File: config.mk
export PLATFORM = sky130hd
export DESIGN_NAME = alu_exec
export DESIGN_NICKNAME = d
export VERILOG_FILES = /design/src/rtl/alu_exec.sv
export SDC_FILE = /design/constraint.sdc
export NUM_CORES = 1
export LEC_CHECK = 0
export ABC_AREA = 1
export BUFFER_PORTS_ARGS = -buffer_cell sky130_fd_sc_hd__buf_2
export CORE_MARGIN = 5
export CORE_UTILIZATION = 30
export CTS_CLUSTER_DIAMETER = 200
export DETAILED_ROUTE_END_ITERATION = 12
export PLACE_DENSITY = 0.56
export SLEW_MARGIN = 20
export SYNTH_ARGS = -nofsm -noshare
export SYNTH_HDL_FRONTEND = slang
export SYNTH_SLANG_ARGS = --single-unit
File: constraint.sdc
create_clock -name clk -period 1.5 [get_ports clk]
set_clock_uncertainty 0.1 [all_clocks]
set_input_delay 0.15 -clock clk [delete_from_list [all_inputs] [get_ports clk]]
set_output_delay 0.15 -clock clk [all_outputs]
set_load 0.05 [all_outputs]
File: src/rtl/alu_exec.sv
// rtl/alu_exec.sv - EX-stage ALU with valid/ready handshake and iterative one-bit-per-cycle shifter
// Single-cycle ops finish on the accept edge; SLL/SRL take shamt extra cycles.

package ALUType;
  typedef enum logic [3:0] {
    ALU_NONE      = 4'd0,
    ALU_ADD       = 4'd1,
    ALU_SUB       = 4'd2,
    ALU_AND       = 4'd3,
    ALU_OR        = 4'd4,
    ALU_LESS_THAN = 4'd5,
    ALU_SLL       = 4'd6,
    ALU_SRL       = 4'd7
  } alu_cmd_t;
endpackage

module alu_exec
  import ALUType::*;
#(
  parameter int WIDTH   = 32,
  parameter int SHAMT_W = 5
) (
  input  logic               clk,
  input  logic               rst_n,
  input  logic               in_valid,
  output logic               in_ready,
  input  alu_cmd_t           alu_cmd,
  input  logic [WIDTH-1:0]   op_a,
  input  logic [WIDTH-1:0]   op_b,
  input  logic [SHAMT_W-1:0] shamt,
  output logic               out_valid,
  input  logic               out_ready,
  output logic [WIDTH-1:0]   result,
  output logic               zero,
  output logic               overflow,
  output logic               illegal
);

  typedef enum logic [1:0] {S_IDLE, S_SHIFT, S_DONE} state_t;

  state_t             r_state;
  state_t             w_state_next;
  state_t             w_accept_state;
  logic               w_in_ready;
  logic               w_accept;
  logic [WIDTH-1:0]   w_sum;
  logic [WIDTH-1:0]   w_diff;
  logic [WIDTH-1:0]   w_alu_res;
  logic               w_alu_ovf;
  logic               w_alu_ill;
  logic               w_is_shift;
  logic [WIDTH-1:0]   w_shift_next;
  logic [WIDTH-1:0]   r_result;
  logic [WIDTH-1:0]   r_shreg;
  logic [SHAMT_W-1:0] r_cnt;
  logic               r_shl;
  logic               r_overflow;
  logic               r_illegal;

  // Result of the command currently presented on the inputs.
  always_comb begin
    w_sum      = op_a + op_b;
    w_diff     = op_a - op_b;
    w_alu_res  = '0;
    w_alu_ovf  = 1'b0;
    w_alu_ill  = 1'b0;
    w_is_shift = 1'b0;
    case (alu_cmd)
      ALU_ADD: begin
        w_alu_res = w_sum;
        w_alu_ovf = (op_a[WIDTH-1] == op_b[WIDTH-1]) && (w_sum[WIDTH-1] != op_a[WIDTH-1]);
      end
      ALU_SUB: begin
        w_alu_res = w_diff;
        w_alu_ovf = (op_a[WIDTH-1] != op_b[WIDTH-1]) && (w_diff[WIDTH-1] != op_a[WIDTH-1]);
      end
      ALU_AND:       w_alu_res = op_a & op_b;
      ALU_OR:        w_alu_res = op_a | op_b;
      ALU_LESS_THAN: w_alu_res = {{(WIDTH-1){1'b0}}, ($signed(op_a) < $signed(op_b))};
      ALU_SLL, ALU_SRL: begin
        w_is_shift = 1'b1;
        w_alu_res  = op_b;
      end
      default:       w_alu_ill = 1'b1;
    endcase
  end

  assign w_accept_state = (w_is_shift && (shamt != '0)) ? S_SHIFT : S_DONE;
  assign w_shift_next   = r_shl ? {r_shreg[WIDTH-2:0], 1'b0} : {1'b0, r_shreg[WIDTH-1:1]};

  always_ff @(posedge clk or negedge rst_n) begin
    if (!rst_n) begin
      r_state <= S_IDLE;
    end else begin
      r_state <= w_state_next;
    end
  end

  always_comb begin
    w_state_next = r_state;
    w_in_ready   = 1'b0;
    case (r_state)
      S_IDLE: begin
        w_in_ready = 1'b1;
        if (in_valid) w_state_next = w_accept_state;
      end
      S_SHIFT: begin
        if (r_cnt == SHAMT_W'(1)) w_state_next = S_DONE;
      end
      S_DONE: begin
        w_in_ready = out_ready;
        if (out_ready) w_state_next = in_valid ? w_accept_state : S_IDLE;
      end
      default: w_state_next = S_IDLE;
    endcase
  end

  assign w_accept = in_valid && w_in_ready;

  // Shift commands also preload result with op_b so shamt==0 needs no SHIFT pass.
  always_ff @(posedge clk or negedge rst_n) begin
    if (!rst_n) begin
      r_result   <= '0;
      r_shreg    <= '0;
      r_cnt      <= '0;
      r_shl      <= 1'b0;
      r_overflow <= 1'b0;
      r_illegal  <= 1'b0;
    end else if (w_accept) begin
      r_result   <= w_alu_res;
      r_overflow <= w_alu_ovf;
      r_illegal  <= w_alu_ill;
      r_shreg    <= op_b;
      r_cnt      <= shamt;
      r_shl      <= (alu_cmd == ALU_SLL);
    end else if (r_state == S_SHIFT) begin
      r_shreg <= w_shift_next;
      r_cnt   <= r_cnt - SHAMT_W'(1);
      if (r_cnt == SHAMT_W'(1)) r_result <= w_shift_next;
    end
  end

  assign in_ready  = w_in_ready;
  assign out_valid = (r_state == S_DONE);
  assign result    = r_result;
  assign zero      = (r_result == '0);
  assign overflow  = r_overflow;
  assign illegal   = r_illegal;

endmodule

-- Word-level counts from Yosys, hierarchy flattened
Index checks and enable logic that the tools add are counted.
- add/subtract/negate cells: 3
- multiply operators: 0
- div/mod/pow operators: 0
- $lt $le $gt $ge: 1
- eq/ne operators: 17
- shift-type cells: 0
- mux-type cells: 19
- bitwise logic cells: 2
- reductions and logical operators: 13
- operator list (operator ; number):
    32-bit two-way mux ; 6
    32-bit case mux with 6 select lines ; 1
    32-bit adder ; 1
    32-bit bitwise AND ; 1
    32-bit zero test ; 1
    32-bit < comparator ; 1
    32-bit bitwise OR ; 1
    32-bit subtractor ; 1
    4-bit by 3-bit equality test with 1-bit output, second input constant ; 4
    2-bit two-way mux ; 5
    5-bit two-way mux ; 2
    4-bit by 2-bit equality test with 1-bit output, second input constant ; 2
    7-bit OR reduction ; 1
    2-bit case mux with 3 select lines ; 1
    5-bit by 1-bit equality test with 1-bit output, second input constant ; 1
    5-bit nonzero test ; 1
    5-bit by 1-bit subtractor with 5-bit output, second input constant ; 1
    4-bit by 1-bit equality test with 1-bit output, second input constant ; 1
    1-bit logical AND ; 4
    2-bit != test, second input constant ; 2
    1-bit case mux with 2 select lines ; 2
    2-bit nonzero test ; 2
    1-bit != test ; 3
    3-bit AND reduction ; 1
    8 further kinds ; 9
- register bits: 74
- latch bits: 0
- memory bits (writable): 0
- ROM bits: 0
- input port bits: 77
- output and inout bits: 37
- logic and storage cells: 62
- memories kept: 0

-- Logic depth before layout (Yosys ltp)
Gate-level depths: netlist of run 1.
- depth in word-level cells: 8
- mapped depth: 19
- gate-level depth less buffers: 18

-- Least setup slack after synthesis of run 1
Ideal clock, no wire load.
- kind: flip-flop to flip-flop
- from: register r_state[1]
- to: register r_result[11] (netlist: result[11])
- library setup time: 82 ps
- data arrival time: 1899 ps
- data required time: 1318 ps
- path slack: -581 ps
- cell stages (with the launch flop): 13
- path buffers: 1
- period minus slack after synthesis: 2081 ps
- path through: dfrtp_1 > inv_2 > nor2_1 > nor2_2 > nand2_4 > inv_2 > nor2_4 > inv_2 > nand2_2 > inv_2 > buf_2 > nor2_1 > a31oi_1
- longest elaborated chain between the ends: 5
- elaborated cells on any way between the ends: 9
- classes of those cells: eq/ne (2); mux (2); reduce/logical (5)
- ends and longest elaborated chain (item ; RTL line ; RTL):
    from (decl) ; 41 ; state_t r_state;
    from (signal assigned) ; 95 ; r_state <= w_state_next;
    2-bit equality test / 2-bit zero test (equally long branches) ; 102 ; case (r_state)
    1-bit case mux with 2 select lines (*) ; 102 ;
    via in_ready ; 26 ; output logic in_ready,
    1-bit logical AND (*) ; 118 ; assign w_accept = in_valid && w_in_ready;
    2-bit nonzero test (no source line) ; - ;
    2-bit AND reduction (no source line) ; - ;
    to (signal assigned) ; 130 ; r_result <= w_alu_res;
    to (signal assigned) ; 139 ; if (r_cnt == SHAMT_W'(1)) r_result <= w_shift_next;
    to (decl) ; 53 ; logic [WIDTH-1:0] r_result;
Mark *: on every way through the listed nets, which the timed path passes. The rest lies on a longest branch.
A chain may end at the register's enable or synchronous reset.

-- Final worst setup path of run 1
- from: register r_result[5] (netlist: result[5])
- to: output zero
- longest elaborated chain between the ends: 1
- ends and longest elaborated chain (item ; RTL line ; RTL):
    32-bit zero test ; 146 ; assign zero = (r_result == '0);
    to (decl) ; 34 ; output logic zero,
No other way between the ends.

==> results of run 1 <==
## timing repair
| item | 4_1_cts | 5_1_grt |
|---|---|---|
| gates cloned | 9 | 4 |
| resized for setup | 543 | 272 |
| hold endpoints to repair | 79 | 0 |
| endpoints found under the setup margin | 75 | 75 |
| setup buffers | 58 | 47 |
| hold buffers | 6 | 0 |
| pin swaps | 189 | 167 |
## power by group through the flow
stage          Combinational, W  Clock [W]  Sequential (W)
2_1_floorplan           0.00410          0         0.00513
3_3_place_gp            0.00962          0         0.00350
3_5_place_dp            0.00970          0         0.00351
4_1_cts                  0.0120    0.00264         0.00357
5_1_grt                  0.0140    0.00271         0.00380
6_report                 0.0132    0.00262         0.00371
## state kept, by name, indices dropped and copies added (netlist names)
name / count
illegal: 1
overflow: 1
r_cnt: 5
r_shl: 1
r_shreg: 32
r_state: 2
result: 32
## cells by family (layout without fill, tap and decap cells)
kind of cell / count (synthesis) / count (layout) / share of synthesized area, %
simple gates: 892 / 893 / 37.1
buf+inv: 399 / 957 / 15.3
compound gates: 283 / 283 / 16.1
fa+ha+maj: 103 / 103 / 12.8
flops: 74 / 74 / 18.2
xor+xnor: 7 / 7 / 0.601
other cells: 0 / 1 / 0
## cell type report
class / count / area [sq um]
antenna: 1 / 2.50
fill: 3113 / 14400
clock inverter: 6 / 114
multi-input combinational: 1286 / 9800
sequential: 74 / 1880
inverter: 332 / 1340
timing repair buffer: 609 / 5200
tap: 448 / 561
clock buffer: 10 / 239
## layer usage
metal,wire (um),track usage (%)
met1,22600,33.7
met2,26300,44.9
met3,2600,2.49
met4,2500,9.17
met5,13,0
## worst max-delay path, stage by stage (launching register included)
cell and delay [ns]:
dfrtp_2 0.42, nor4_4 0.27, buf_4 0.15, nand4_1 0.11, buf_6 0.17, nor2_4 0.09
buf_6 0.16
## cell usage after synthesis (10+ instances only)
| library cell | number | share of area (%) |
|---|---|---|
| nand3_1 | 139 | 6.8 |
| buf_2 | 37 | 1.8 |
| o21ai_0 | 52 | 2.6 |
| nor2_1 | 129 | 4.7 |
| inv_1 | 306 | 11 |
| a31oi_1 | 13 | 0.80 |
| inv_2 | 22 | 0.81 |
| clkbuf_1 | 24 | 0.88 |
| nor3_1 | 13 | 0.64 |
| dfrtp_1 | 74 | 18 |
| ha_1 | 101 | 12 |
| o22ai_1 | 31 | 1.9 |
| o21ai_1 | 13 | 0.64 |
| o221ai_1 | 25 | 2.1 |
| nand2_1 | 537 | 20 |
| o211ai_1 | 14 | 1.0 |
| nand2_2 | 10 | 0.61 |
| a21oi_1 | 121 | 5.9 |
| nand4_1 | 16 | 0.98 |
## cells in the final DEF, fill, tap and decap left out, types with 16 or more instances in the layout
| cell | count |
|---|---|
| nor2_1 | 57 |
| o21ai_1 | 19 |
| o22ai_1 | 31 |
| nand3_2 | 54 |
| nand3_1 | 70 |
| nand2_2 | 124 |
| nand2_4 | 79 |
| nand3_4 | 19 |
| buf_12 | 22 |
| nor2_2 | 35 |
| a21oi_2 | 50 |
| nand2_1 | 345 |
| nand4_1 | 16 |
| a21oi_1 | 66 |
| buf_4 | 396 |
| o21ai_0 | 31 |
| buf_6 | 81 |
| inv_2 | 75 |
| ha_4 | 33 |
| ha_1 | 63 |
| inv_1 | 229 |
| dfrtp_1 | 48 |
| buf_2 | 84 |
| inv_4 | 18 |
| nor2_4 | 49 |
| dfrtp_2 | 26 |
| o221ai_2 | 22 |
## worst max-delay path by stage
| stage | from | to | slack [ns] |
|---|---|---|---|
| final | result[5]$_DFFE_PN0P_ | zero | -0.47 |
| after global routing | result[5]$_DFFE_PN0P_ | zero | -0.56 |
| after CTS | result[7]$_DFFE_PN0P_ | zero | -0.48 |
| after detailed placement | op_b[15] | result[24]$_DFFE_PN0P_ | -0.87 |
| after global placement | op_b[19] | result[24]$_DFFE_PN0P_ | -0.87 |
| after floorplan | r_state[1]$_DFFE_PN0P_ | result[10]$_DFFE_PN0P_ | -0.31 |
## stage by stage
stage | hold WS (ns) | cells | total power (W) | instance area, sq um | utilization (%)
6_report | 0.0409 | 2766 | 0.0196 | 19100 | 57.1
5_1_grt | 0.0364 | 2766 | 0.0205 | 19100 | 57.1
4_1_cts | 0.00775 | 2726 | 0.0182 | 17800 | 53.2
3_3_place_gp | -0.0293 | 2642 | 0.0131 | 14800 | 44.0
3_5_place_dp | -0.0265 | 2642 | 0.0132 | 14800 | 44.0
2_1_floorplan | -0.246 | 1758 | 0.00923 | 11100 | -
==> results_tabular.tex, run 1 <==
\begin{tabular}{lr}
\hline
Metric & Value \\
\hline
\multicolumn{2}{l}{\textbf{Routing}} \\
Overall routed net length & around 54,000 um \\
Pre-Repair DR Iteration Count & 5 \\
DR DRC count & 0 \\
DR iter-0 viols & about 1.0k \\
Number of antenna-violating nets in the routed design & 0 \\
DR WL/cell & between 15 and 20 um \\
Count of vias placed by the detailed router & roughly 14k \\
Via-to-Cell Ratio & roughly 5.1 \\
\multicolumn{2}{l}{\textbf{Layout}} \\
Nets & 2,492 \\
Layout cell share with drive strength beyond 1 & 55.2\% \\
Area growth from synthesis to layout & 87.6\% \\
\multicolumn{2}{l}{\textbf{Critical path}} \\
Terminus of the critical flop-to-flop path & result[16]\$\_DFFE\_PN0P\_ \\
Worst path required time & 1.25 ns \\
Critical Path Source Type & flop \\
Endpoint arrival time on the critical path & 1.72 ns \\
Category of the worst setup path capture point & output pin \\
Setup CP Type & reg2out \\
Max FO, Critical Path & 2 \\
Launching point of the worst reg2reg path & r\_state[1]\$\_DFFE\_PN0P\_ \\
Reg-to-reg setup timing slack & -0.26 ns \\
Count of cells along the worst register-to-register path & 13 \\
\multicolumn{2}{l}{\textbf{Power and ir drop}} \\
P per Cell Area & roughly 1000 nW/um\^{}2 \\
Switching fraction of total power & between 40\% and 50\% \\
Switching Power & around 0.0095 W \\
Highest ir drop seen on vdd & approximately 0.0012 V \\
Cell Int Power & slightly above 0.01 W \\
Clock Power Share & a little over an eighth \\
Combinational share of power & between 60\% and 70\% \\
LEAKAGE & 9.73 nW \\
Sequential power share & 19.0\% \\
\multicolumn{2}{l}{\textbf{Timing}} \\
Number of slew-limit violations in the final report & 0 \\
Fin crit period & roughly 2.0 ns \\
Final hold violation count & 0 \\
Setup repair after global routing missed its margin & true \\
Fmax & between 0.5 and 0.6 GHz \\
Aggregate negative setup slack & -15.34 ns \\
Final number of setup-violating endpoints & 74 \\
Slew at the pin closest to its max-slew limit & just under 0.5 ns \\
Final period utilization & 132\% \\
Worst rel slew slack & between 60\% and 70\% \\
Least setup slack across all paths after layout & -0.473 ns \\
\multicolumn{2}{l}{\textbf{Placement}} \\
RePlAce Congestion & between 0.9 and 1 \\
Post-DP HPWL & 39,400 um \\
Setup slack after placement & -0.866 ns \\
Port Buffers & 113 \\
\multicolumn{2}{l}{\textbf{Min path}} \\
HP Start & alu\_cmd[0] \\
Worst Hold Path Cells & 3 \\
Capture endpoint of the worst hold path & r\_shl\$\_DFFE\_PN0P\_ \\
Worst hold path type & in2reg \\
\multicolumn{2}{l}{\textbf{Clocking}} \\
CTS Root Cell & clkbuf\_16 \\
Number of H-tree branching levels & 3 \\
TritonCTS clock tree & done \\
Clock tree buffer depth & 2 \\
Number of sinks on the clock net & 74 \\
Clock latency of the later-clocked register in the worst-skew pair & between 0.3 and 0.4 ns \\
CTS clock-pin slew for the worst setup and hold paths & around 0.07 ns \\
Number of buffers created by CTS & 9 \\
\multicolumn{2}{l}{\textbf{Floorplanning}} \\
Die Y-Extent & 194 um \\
Die Outline Area & 37,800 sq um \\
Width of the die & roughly 200 um \\
Area of the placeable core & around 34,000 sq um \\
Number of ports placed on the die boundary & around 110 \\
Effective utilization at floorplan & between 30 and 40\% \\
Row count & 67 \\
\multicolumn{2}{l}{\textbf{Logic synthesis}} \\
Post-synth design cell area & 10,200 sq um \\
Number of synthesized flops with an enable pin & 0 \\
Synth Instances & 1,758 \\
Seq cells post-synth & 74 \\
Count of warnings emitted by yosys & 0 \\
Number of nets in the synthesized netlist & $\sim$1.9k \\
Dominant synthesized flop cell & dfrtp\_1 \\
Distinct cells, synth & 46 \\
Avg Cell Area, Syn & approximately 5.8 sq um \\
Async S/R FF share, synth & between 90\% and 100\% \\
Sequential cell area fraction in the yosys report & between 10\% and 20\% \\
\multicolumn{2}{l}{\textbf{Global routing}} \\
Vias in the first global route & $\sim$14k \\
All-Layer GR Usage & 25.9\% \\
Wire length of the first global-routing pass & a little under 80,000 um \\
Pin count of the biggest net entering global routing & between 40 and 50 \\
GRT Residual Overflow & 0 \\
Antenna violations before repair & 2 \\
\multicolumn{2}{l}{\textbf{Status}} \\
Violations in the final reports & negative setup slack \\
Outcome & complete, but fails checks \\
\multicolumn{2}{l}{\textbf{Run}} \\
Max-cap violations & 0 \\
\hline
\end{tabular}
(Power assumes the default switching activity.)
==> inputs of run 2 (changes only) <==
--- a/config.mk
+++ b/config.mk
@@ -11,7 +11,6 @@
 export CORE_UTILIZATION = 30
 export CTS_CLUSTER_DIAMETER = 200
 export DETAILED_ROUTE_END_ITERATION = 12
-export PLACE_DENSITY = 0.56
 export SLEW_MARGIN = 20
 export SYNTH_ARGS = -nofsm -noshare
 export SYNTH_HDL_FRONTEND = slang
==> run 2 against run 1 <==
Compared with the run above:
- cell count up 0.61%
- flip-flop and latch count did not move
- global-route usage increased by 0.72 points
- largest power group unchanged
- total power increased by 1.3%
- the flow still finishes with violations (negative setup slack)
- wire length increased by 0.23%
==> results_tabular.tex, run 2 (synthesis results as in run 1) <==
\begin{tabular}{lr}
\hline
Metric & Value \\
\hline
\multicolumn{2}{l}{\textbf{Floorplanning}} \\
Die Y-Extent & 194 um (unchanged) \\
Number of ports placed on the die boundary & 114 (unchanged) \\
Die Outline Area & 37,800 sq um (unchanged) \\
Area of the placeable core & 33,500 sq um (unchanged) \\
Effective utilization at floorplan & 30.4\% (unchanged) \\
Row count & 67 (unchanged) \\
Width of the die & 194 um (unchanged) \\
\multicolumn{2}{l}{\textbf{Critical path}} \\
Cell Chain, Critical Path & nor4\_2 -> nand4\_1 -> buf\_4 -> nor2\_4 -> buf\_8 \\
Endpoint arrival time on the critical path & 1.76 ns (+0.04 ns) \\
Worst path required time & 1.25 ns (about the same) \\
Critical path's slowest cell & dfrtp\_2 \\
Setup CP Type & reg2out \\
Maximum cell stage delay along the critical path & 0.44 ns (+0.02 ns) \\
Category of the worst setup path capture point & output pin \\
Max FO, Critical Path & 2 (unchanged) \\
Critical Path Source Type & flop \\
\multicolumn{2}{l}{\textbf{Clocking}} \\
Number of H-tree branching levels & 3 (unchanged) \\
Clock latency of the later-clocked register in the worst-skew pair & 0.36 ns (about the same) \\
CTS clock-pin slew for the worst setup and hold paths & 0.07 ns (about the same) \\
CTS Root Cell & clkbuf\_16 \\
Clock tree buffer depth & 2 (unchanged) \\
TritonCTS clock tree & done \\
Number of sinks on the clock net & 74 (unchanged) \\
Number of buffers created by CTS & 9 (unchanged) \\
\multicolumn{2}{l}{\textbf{Timing}} \\
Fin crit period & 2.01 ns (+0.0389 ns) \\
Fmax & 0.497 GHz (-1.9\%) \\
Number of slew-limit violations in the final report & 0 (unchanged) \\
Final period utilization & 134\% (+2.6 points) \\
Setup repair after global routing missed its margin & true \\
Final number of setup-violating endpoints & 74 (unchanged) \\
Final hold violation count & 0 (unchanged) \\
Worst rel slew slack & 70.9\% (+4.1 points) \\
Worst hold slack & 0.0235 ns (-0.0175 ns) \\
Least setup slack across all paths after layout & -0.512 ns (-0.0389 ns) \\
Slew at the pin closest to its max-slew limit & 0.432 ns (-0.0615 ns) \\
\multicolumn{2}{l}{\textbf{Routing}} \\
Overall routed net length & 54,200 um (+0.23\%) \\
Via-to-Cell Ratio & 5.13 (+1.1\%) \\
DR DRC count & 0 (unchanged) \\
Count of vias placed by the detailed router & 14.3k (+1.7\%) \\
Pre-Repair DR Iteration Count & 8 (+3) \\
Number of antenna-violating nets in the routed design & 0 (unchanged) \\
DR iter-0 viols & 1,034 (-1.1\%) \\
DR WL/cell & 19.5 um (-0.38\%) \\
\multicolumn{2}{l}{\textbf{Global routing}} \\
GRT Residual Overflow & 0 (unchanged) \\
Wire length of the first global-routing pass & 80,000 um (+3.5\%) \\
Antenna violations before repair & 1 (-1) \\
Vias in the first global route & 14.4k (+5.1\%) \\
Pin count of the biggest net entering global routing & 37 (-12\%) \\
All-Layer GR Usage & 26.6\% (+0.72 points) \\
\multicolumn{2}{l}{\textbf{Power and ir drop}} \\
P per Cell Area & 1010 nW/um\^{}2 (-1.4\%) \\
Highest ir drop seen on vdd & 0.00121 V (-0.26\%) \\
LEAKAGE & 9.79 nW (+0.68\%) \\
\multicolumn{2}{l}{\textbf{Min path}} \\
Worst hold path type & in2reg \\
\multicolumn{2}{l}{\textbf{Layout}} \\
Commonest cells after routing, fill and taps aside & buf\_4, nand2\_1, inv\_1 \\
Number of diodes added for antenna fixing & 0 (-1) \\
Fillers & 2,971 (-4.6\%) \\
Nets & 2,510 (+0.72\%) \\
Leading cell type in the layout, fill and taps excluded & buf\_4 \\
Final core utilization & 58.6\% (+1.5 points) \\
Layout cell share with drive strength beyond 1 & 56.1\% (+0.99 points) \\
Area growth from synthesis to layout & 92.6\% \\
\multicolumn{2}{l}{\textbf{Run}} \\
Max-cap violations & 0 (unchanged) \\
\multicolumn{2}{l}{\textbf{Placement}} \\
RePlAce Congestion & 1.01 (+4.4\%) \\
Port Buffers & 113 (unchanged) \\
Post-DP HPWL & 39,600 um (+0.62\%) \\
\multicolumn{2}{l}{\textbf{Status}} \\
Outcome & complete, but fails checks \\
Violations in the final reports & negative setup slack \\
\hline
\end{tabular}
## run 2: changes by cell type in the layout (fill, tap and decap cells not counted), moves of 6 or more
cell | before | now
nand2_4 | 79 | 63
ha_1 | 63 | 54
inv_2 | 75 | 65
nand2_1 | 345 | 339
inv_4 | 18 | 27
nand2_8 | 2 | 9
nand2_2 | 124 | 138
buf_12 | 22 | 32
buf_16 | 5 | 15
ha_2 | 5 | 14
## run 2: final timing paths
path | cells after the start | slack (ns) | to | startpoint
max | 5 | -0.51 | zero | result[14]$_DFFE_PN0P_
min | 3 | 0.02 | r_shl$_DFFE_PN0P_ | alu_cmd[0]
max reg2reg | 13 | -0.27 | result[27]$_DFFE_PN0P_ | r_state[1]$_DFFE_PN0P_
min reg2reg | 2 | 0.41 | overflow$_DFFE_PN0P_ | overflow$_DFFE_PN0P_
max in group asynchronous | 3 | 0.55 | result[23]$_DFFE_PN0P_ | rst_n
min in group asynchronous | 2 | 0.18 | r_shreg[0]$_DFFE_PN0P_ | rst_n
## run 2: metal layers
layer | track usage [%] | vias to the layer above | wire [um]
li1 | - | 6761 | -
met1 | 33.0 | 6758 | 21800
met2 | 45.9 | 573 | 26000
met3 | 3.77 | 178 | 3080
met4 | 12.2 | 2 | 3310
met5 | 0 | - | 13
## run 2: critical path, delay by kind of cell, from the launching register on
family / cells / cell delay, ns
DFF: 1 / 0.44
and+or+nand+nor: 3 / 0.63
buffers and inverters: 2 / 0.34
## run 2: power breakdown
| part | internal, W | total [W] | switching, W |
|---|---|---|---|
| sequential | 0.00296 | 0.00370 | 0.000742 |
| combinational | 0.00584 | 0.0139 | 0.00804 |
| clock | 0.00128 | 0.00223 | 0.000944 |
| total | 0.0101 | 0.0198 | 0.00973 |
## run 2: area by class of cell
class                           count  area (sq um)  share of cell area, %
Timing Repair Buffer              627          5640                   28.7
Tap cell                          448           561                   2.85
Multi-Input combinational cell   1285          9890                   50.4
Clock buffer                        9           225                   1.15
Timing Repair inverter              1          16.3                 0.0828
Inverter                          332          1350                   6.88
Sequential cell                    74          1890                   9.60
Clock inverter                      7          70.1                  0.357
## run 2: through the flow
step | total power (W) | area [sq um] | instances | worst slack (ns) | setup TNS [ns]
final | 0.0198 | 19600 | 2783 | -0.512 | -14.45
after global routing | 0.0207 | 19600 | 2783 | -0.582 | -18.65
after CTS | 0.0182 | 18300 | 2754 | -0.498 | -10.36
after detailed placement | 0.0132 | 14900 | 2652 | -0.950 | -26.80
after global placement | 0.0131 | 14900 | 2652 | -0.938 | -24.77
after floorplan | 0.00923 | 11100 | 1758 | -0.311 | -14.64
## run 2: repair_timing
action,4_1_cts,5_1_grt
hold buffers,6,0
hold endpoints to repair,37,0
buffers inserted,73,38
cloned,16,0
endpoints found under the setup margin,75,77
gates resized for setup,586,279
pin swaps,197,187
==> inputs of run 3 (changes only) <==
--- a/config.mk
+++ b/config.mk
@@ -5,7 +5,7 @@
 export SDC_FILE = /design/constraint.sdc
 export NUM_CORES = 1
 export LEC_CHECK = 0
-export ABC_AREA = 1
+export ABC_AREA = 0
 export BUFFER_PORTS_ARGS = -buffer_cell sky130_fd_sc_hd__buf_2
 export CORE_MARGIN = 5
 export CORE_UTILIZATION = 30
==> run 3 against run 2 <==
Compared with the run above:
- the flow still finishes with violations (negative setup slack)
- count of clock-buffer cells in the layout unchanged
- fmax shrank 23%
- clock power grew 8%
- utilization decreased by 1.8 points
- critical path type is now in2reg
==> results_tabular.tex, run 3 <==
\begin{tabular}{lr}
\hline
Metric & Value \\
\hline
\multicolumn{2}{l}{\textbf{Status}} \\
Outcome & complete, but fails checks \\
Violations in the final reports & negative setup slack \\
\multicolumn{2}{l}{\textbf{Critical path}} \\
Count of cells along the worst register-to-register path & 10 (-3) \\
Critical Path Source Type & primary input \\
Critical path's slowest cell & nor4\_1 \\
Buf/Inv on CP & 6 (+4) \\
Setup CP Type & in2reg \\
Maximum cell stage delay along the critical path & 0.46 ns (+0.02 ns) \\
Worst path top cell family by delay & buffers and inverters \\
Depth of the critical timing path with buffers and inverters included & 16 (+11) \\
Endpoint arrival time on the critical path & 2.77 ns (+1.01 ns) \\
Max FO, Critical Path & 2 (unchanged) \\
Category of the worst setup path capture point & flop \\
Worst path required time & 1.64 ns (+0.39 ns) \\
Cell Chain, Critical Path & buf\_2 -> inv\_1 -> ha\_1 -> buf\_4 -> nand2\_1 -> o31ai\_2 -> nor4\_1 -> nor4\_1 -> buf\_4 -> a211oi\_2 -> buf\_4 -> o41ai\_2 -> a31oi\_1 -> buf\_4 -> mux2i\_1 -> o21ai\_1 \\
Most numerous cell on the critical path & buf\_4 \\
\multicolumn{2}{l}{\textbf{Global routing}} \\
Pin count of the biggest net entering global routing & 28 (-24\%) \\
Wire length of the first global-routing pass & 64,900 um (-19\%) \\
All-Layer GR Usage & 24.3\% (-2.3 points) \\
Antenna violations before repair & 0 (-1) \\
Vias in the first global route & 11.9k (-17\%) \\
GRT Residual Overflow & 0 (unchanged) \\
\multicolumn{2}{l}{\textbf{Clocking}} \\
Number of sinks on the clock net & 74 (unchanged) \\
Number of H-tree branching levels & 3 (unchanged) \\
Number of buffers created by CTS & 9 (unchanged) \\
Clock tree buffer depth & 2 (unchanged) \\
TritonCTS clock tree & done \\
CTS clock-pin slew for the worst setup and hold paths & 0.07 ns (about the same) \\
CTS Root Cell & clkbuf\_16 \\
Clock latency of the later-clocked register in the worst-skew pair & 0.35 ns (about the same) \\
\multicolumn{2}{l}{\textbf{Power and ir drop}} \\
Switching fraction of total power & 45.5\% (-3.6 points) \\
Highest ir drop seen on vdd & 0.000527 V (-56\%) \\
P per Cell Area & 952 nW/um\^{}2 (-5.6\%) \\
Switching Power & 0.00706 W (-27\%) \\
Sequential power share & 21.1\% (+2.4 points) \\
Clock Power Share & 15.4\% (+4.2 points) \\
Combinational share of power & 63.5\% (-6.6 points) \\
Cell Int Power & 0.00845 W (-16\%) \\
Post-layout power & 0.0155 W (-22\%) \\
LEAKAGE & 7.41 nW (-24\%) \\
\multicolumn{2}{l}{\textbf{Timing}} \\
Final hold violation count & 0 (unchanged) \\
Fin crit period & 2.63 ns (+0.617 ns) \\
Worst rel slew slack & 59.9\% (-11 points) \\
Final number of setup-violating endpoints & 75 (+1.4\%) \\
Aggregate negative setup slack & -38.98 ns (-24.53 ns) \\
Final period utilization & 175\% (+41 points) \\
Fmax & 0.380 GHz (-23\%) \\
Slew at the pin closest to its max-slew limit & 0.595 ns (+0.162 ns) \\
Least setup slack across all paths after layout & -1.13 ns (-0.617 ns) \\
Setup repair after global routing missed its margin & true \\
Number of slew-limit violations in the final report & 0 (unchanged) \\
\multicolumn{2}{l}{\textbf{Floorplanning}} \\
Row count & 62 (-7.5\%) \\
Effective utilization at floorplan & 30.4\% (about the same) \\
Width of the die & 181 um (-7.1\%) \\
Area of the placeable core & 28,700 sq um (-14\%) \\
Die Y-Extent & 181 um (-7.1\%) \\
Die Outline Area & 32,600 sq um (-14\%) \\
Number of ports placed on the die boundary & 114 (unchanged) \\
\multicolumn{2}{l}{\textbf{Logic synthesis}} \\
Avg Cell Area, Syn & 7.65 sq um (+32\%) \\
Number of synthesized flops with an enable pin & 0 (unchanged) \\
Seq cells post-synth & 74 (unchanged) \\
Post-synth design cell area & 8720 sq um (-14\%) \\
Leading cell type by number of instances after synthesis & nor2\_1 \\
Async S/R FF share, synth & 100\% (unchanged) \\
Count of warnings emitted by yosys & 0 (unchanged) \\
Distinct cells, synth & 84 (+83\%) \\
Cell type with the largest total area after synthesis & dfrtp\_1 \\
Largest cells by area after synthesis & dfrtp\_1, ha\_1, a21oi\_1, nor2\_1, inv\_1 \\
Sequential cell area fraction in the yosys report & 21.2\% (+3.1 points) \\
Number of nets in the synthesized netlist & 1,320 (-32\%) \\
Synth Instances & 1,140 (-35\%) \\
Most used standard cells in the synthesized netlist & nor2\_1, a21oi\_1, ha\_1 \\
Dominant synthesized flop cell & dfrtp\_1 \\
Top-area cell type share of the netlist area & 21.2\% (+1.5 points) \\
\multicolumn{2}{l}{\textbf{Layout}} \\
Final design area excluding fillers & 16,300 sq um (-17\%) \\
Area growth from synthesis to layout & 86.6\% \\
Commonest cells after routing, fill and taps aside & buf\_4, nor2\_1, buf\_2 \\
Number of diodes added for antenna fixing & 0 (unchanged) \\
Nets & 1,931 (-23\%) \\
Layout cell share with drive strength beyond 1 & 55.6\% (-0.51 points) \\
Leading cell type in the layout, fill and taps excluded & buf\_4 \\
\multicolumn{2}{l}{\textbf{Placement}} \\
Post-DP HPWL & 31,900 um (-20\%) \\
Port Buffers & 113 (unchanged) \\
Placed cell areas & 13,800 sq um (-7.4\%) \\
Setup slack after placement & -1.54 ns (-0.586 ns) \\
RePlAce Congestion & 0.982 (-2.7\%) \\
\multicolumn{2}{l}{\textbf{Routing}} \\
Pre-Repair DR Iteration Count & 5 (-3) \\
DR WL/cell & 20.0 um (+2.7\%) \\
DR iter-0 viols & 1,089 (+5.3\%) \\
Via-to-Cell Ratio & 5.50 (+7.2\%) \\
Number of antenna-violating nets in the routed design & 0 (unchanged) \\
Overall routed net length & 42,800 um (-21\%) \\
DR DRC count & 0 (unchanged) \\
Count of vias placed by the detailed router & 11.8k (-18\%) \\
\multicolumn{2}{l}{\textbf{Run}} \\
Max-cap violations & 0 (unchanged) \\
\multicolumn{2}{l}{\textbf{Min path}} \\
Worst Hold Path Cells & 4 (+1) \\
Worst hold path type & in2reg \\
\hline
\end{tabular}
## run 3: cell count changes in the layout (fill, tap and decap cells not counted), sizes merged, moves of 15 or more
cell and change:
a221oi +16, a221o +18, mux2i +33, nor3 +23, nand2 -462, nor2 -26
nor4 +20, buf +47, o22ai -15, nand3 -135, a21oi -15, o31ai +21
a22oi +16, inv -225
## run 3: layout make-up
cell class / count / area (sq um)
Fill cell: 2518 / 12400
Multi-Input combinational cell: 892 / 7760
Timing Repair Buffer: 676 / 5420
Sequential cell: 74 / 1860
Tap cell: 384 / 480
Inverter: 98 / 448
Clock buffer: 9 / 225
Clock inverter: 7 / 82.6
## run 3: per-stage QoR
| step | std cells | util, % | hold WS, ns |
|---|---|---|---|
| after floorplan | 1140 | - | -0.246 |
| after global placement | 2058 | 48.1 | -0.0171 |
| after detailed placement | 2058 | 48.1 | -0.0172 |
| after CTS | 2110 | 54.0 | 0.0394 |
| after global routing | 2140 | 56.7 | 0.0727 |
| final | 2140 | 56.7 | 0.0436 |
## run 3: routing by layer
layer	global-route usage, %	part of all wire (%)	vias up
met5	0	0	-
met4	8.50	4.0	0
met3	3.43	6.0	119
met2	41.9	49	498
met1	31.1	41	5674
li1	-	-	5476
## run 3: worst reg2reg max path, delay by kind of cell (launching register included)
| family | cells | cell delay (ns) |
|---|---|---|
| compound gates | 3 | 0.25 |
| simple gates | 4 | 1.03 |
| flops | 1 | 0.39 |
| buf+inv | 2 | 0.23 |
| fa+ha+maj | 1 | 0.16 |
## run 3: logic make-up after synthesis
logic type | after synthesis | share of synthesized area [%]
mux | 35 | 4.04
simple gates | 335 | 18.1
flops | 74 | 21.2
fa+ha+maj | 103 | 14.9
buf+inv | 174 | 7.74
xor+xnor | 8 | 0.803
compound gates | 411 | 33.2
## run 3: power by group through the flow
stage | sequential, W | clock, W | combinational (W)
floorplan | 0.00435 | 0 | 0.00316
global placement | 0.00318 | 0 | 0.00812
detailed placement | 0.00319 | 0 | 0.00822
CTS | 0.00320 | 0.00240 | 0.00905
global route | 0.00333 | 0.00246 | 0.0104
finish | 0.00327 | 0.00240 | 0.00984
## run 3: worst paths after layout
path | start | slack (ns) | endpoint
setup / recovery | op_b[24] | -1.13 | overflow$_DFFE_PN0P_
hold / removal | op_b[18] | 0.04 | r_shreg[18]$_DFFE_PN0P_
hold reg to reg | illegal$_DFFE_PN0P_ | 0.41 | illegal$_DFFE_PN0P_
min in group asynchronous | rst_n | 0.15 | r_shreg[29]$_DFFE_PN0P_
setup reg to reg | r_cnt[1]$_DFFE_PN0P_ | -0.75 | result[31]$_DFFE_PN0P_
max in group asynchronous | rst_n | 0.65 | result[16]$_DFFE_PN0P_
## run 3: timing repair
action	in CTS	in global routing
hold buffers	6	0
pin swaps	89	82
hold endpoints to repair	79	0
endpoints found under the setup margin	74	76
gates cloned	3	1
setup buffers	31	39
resized for setup	233	130
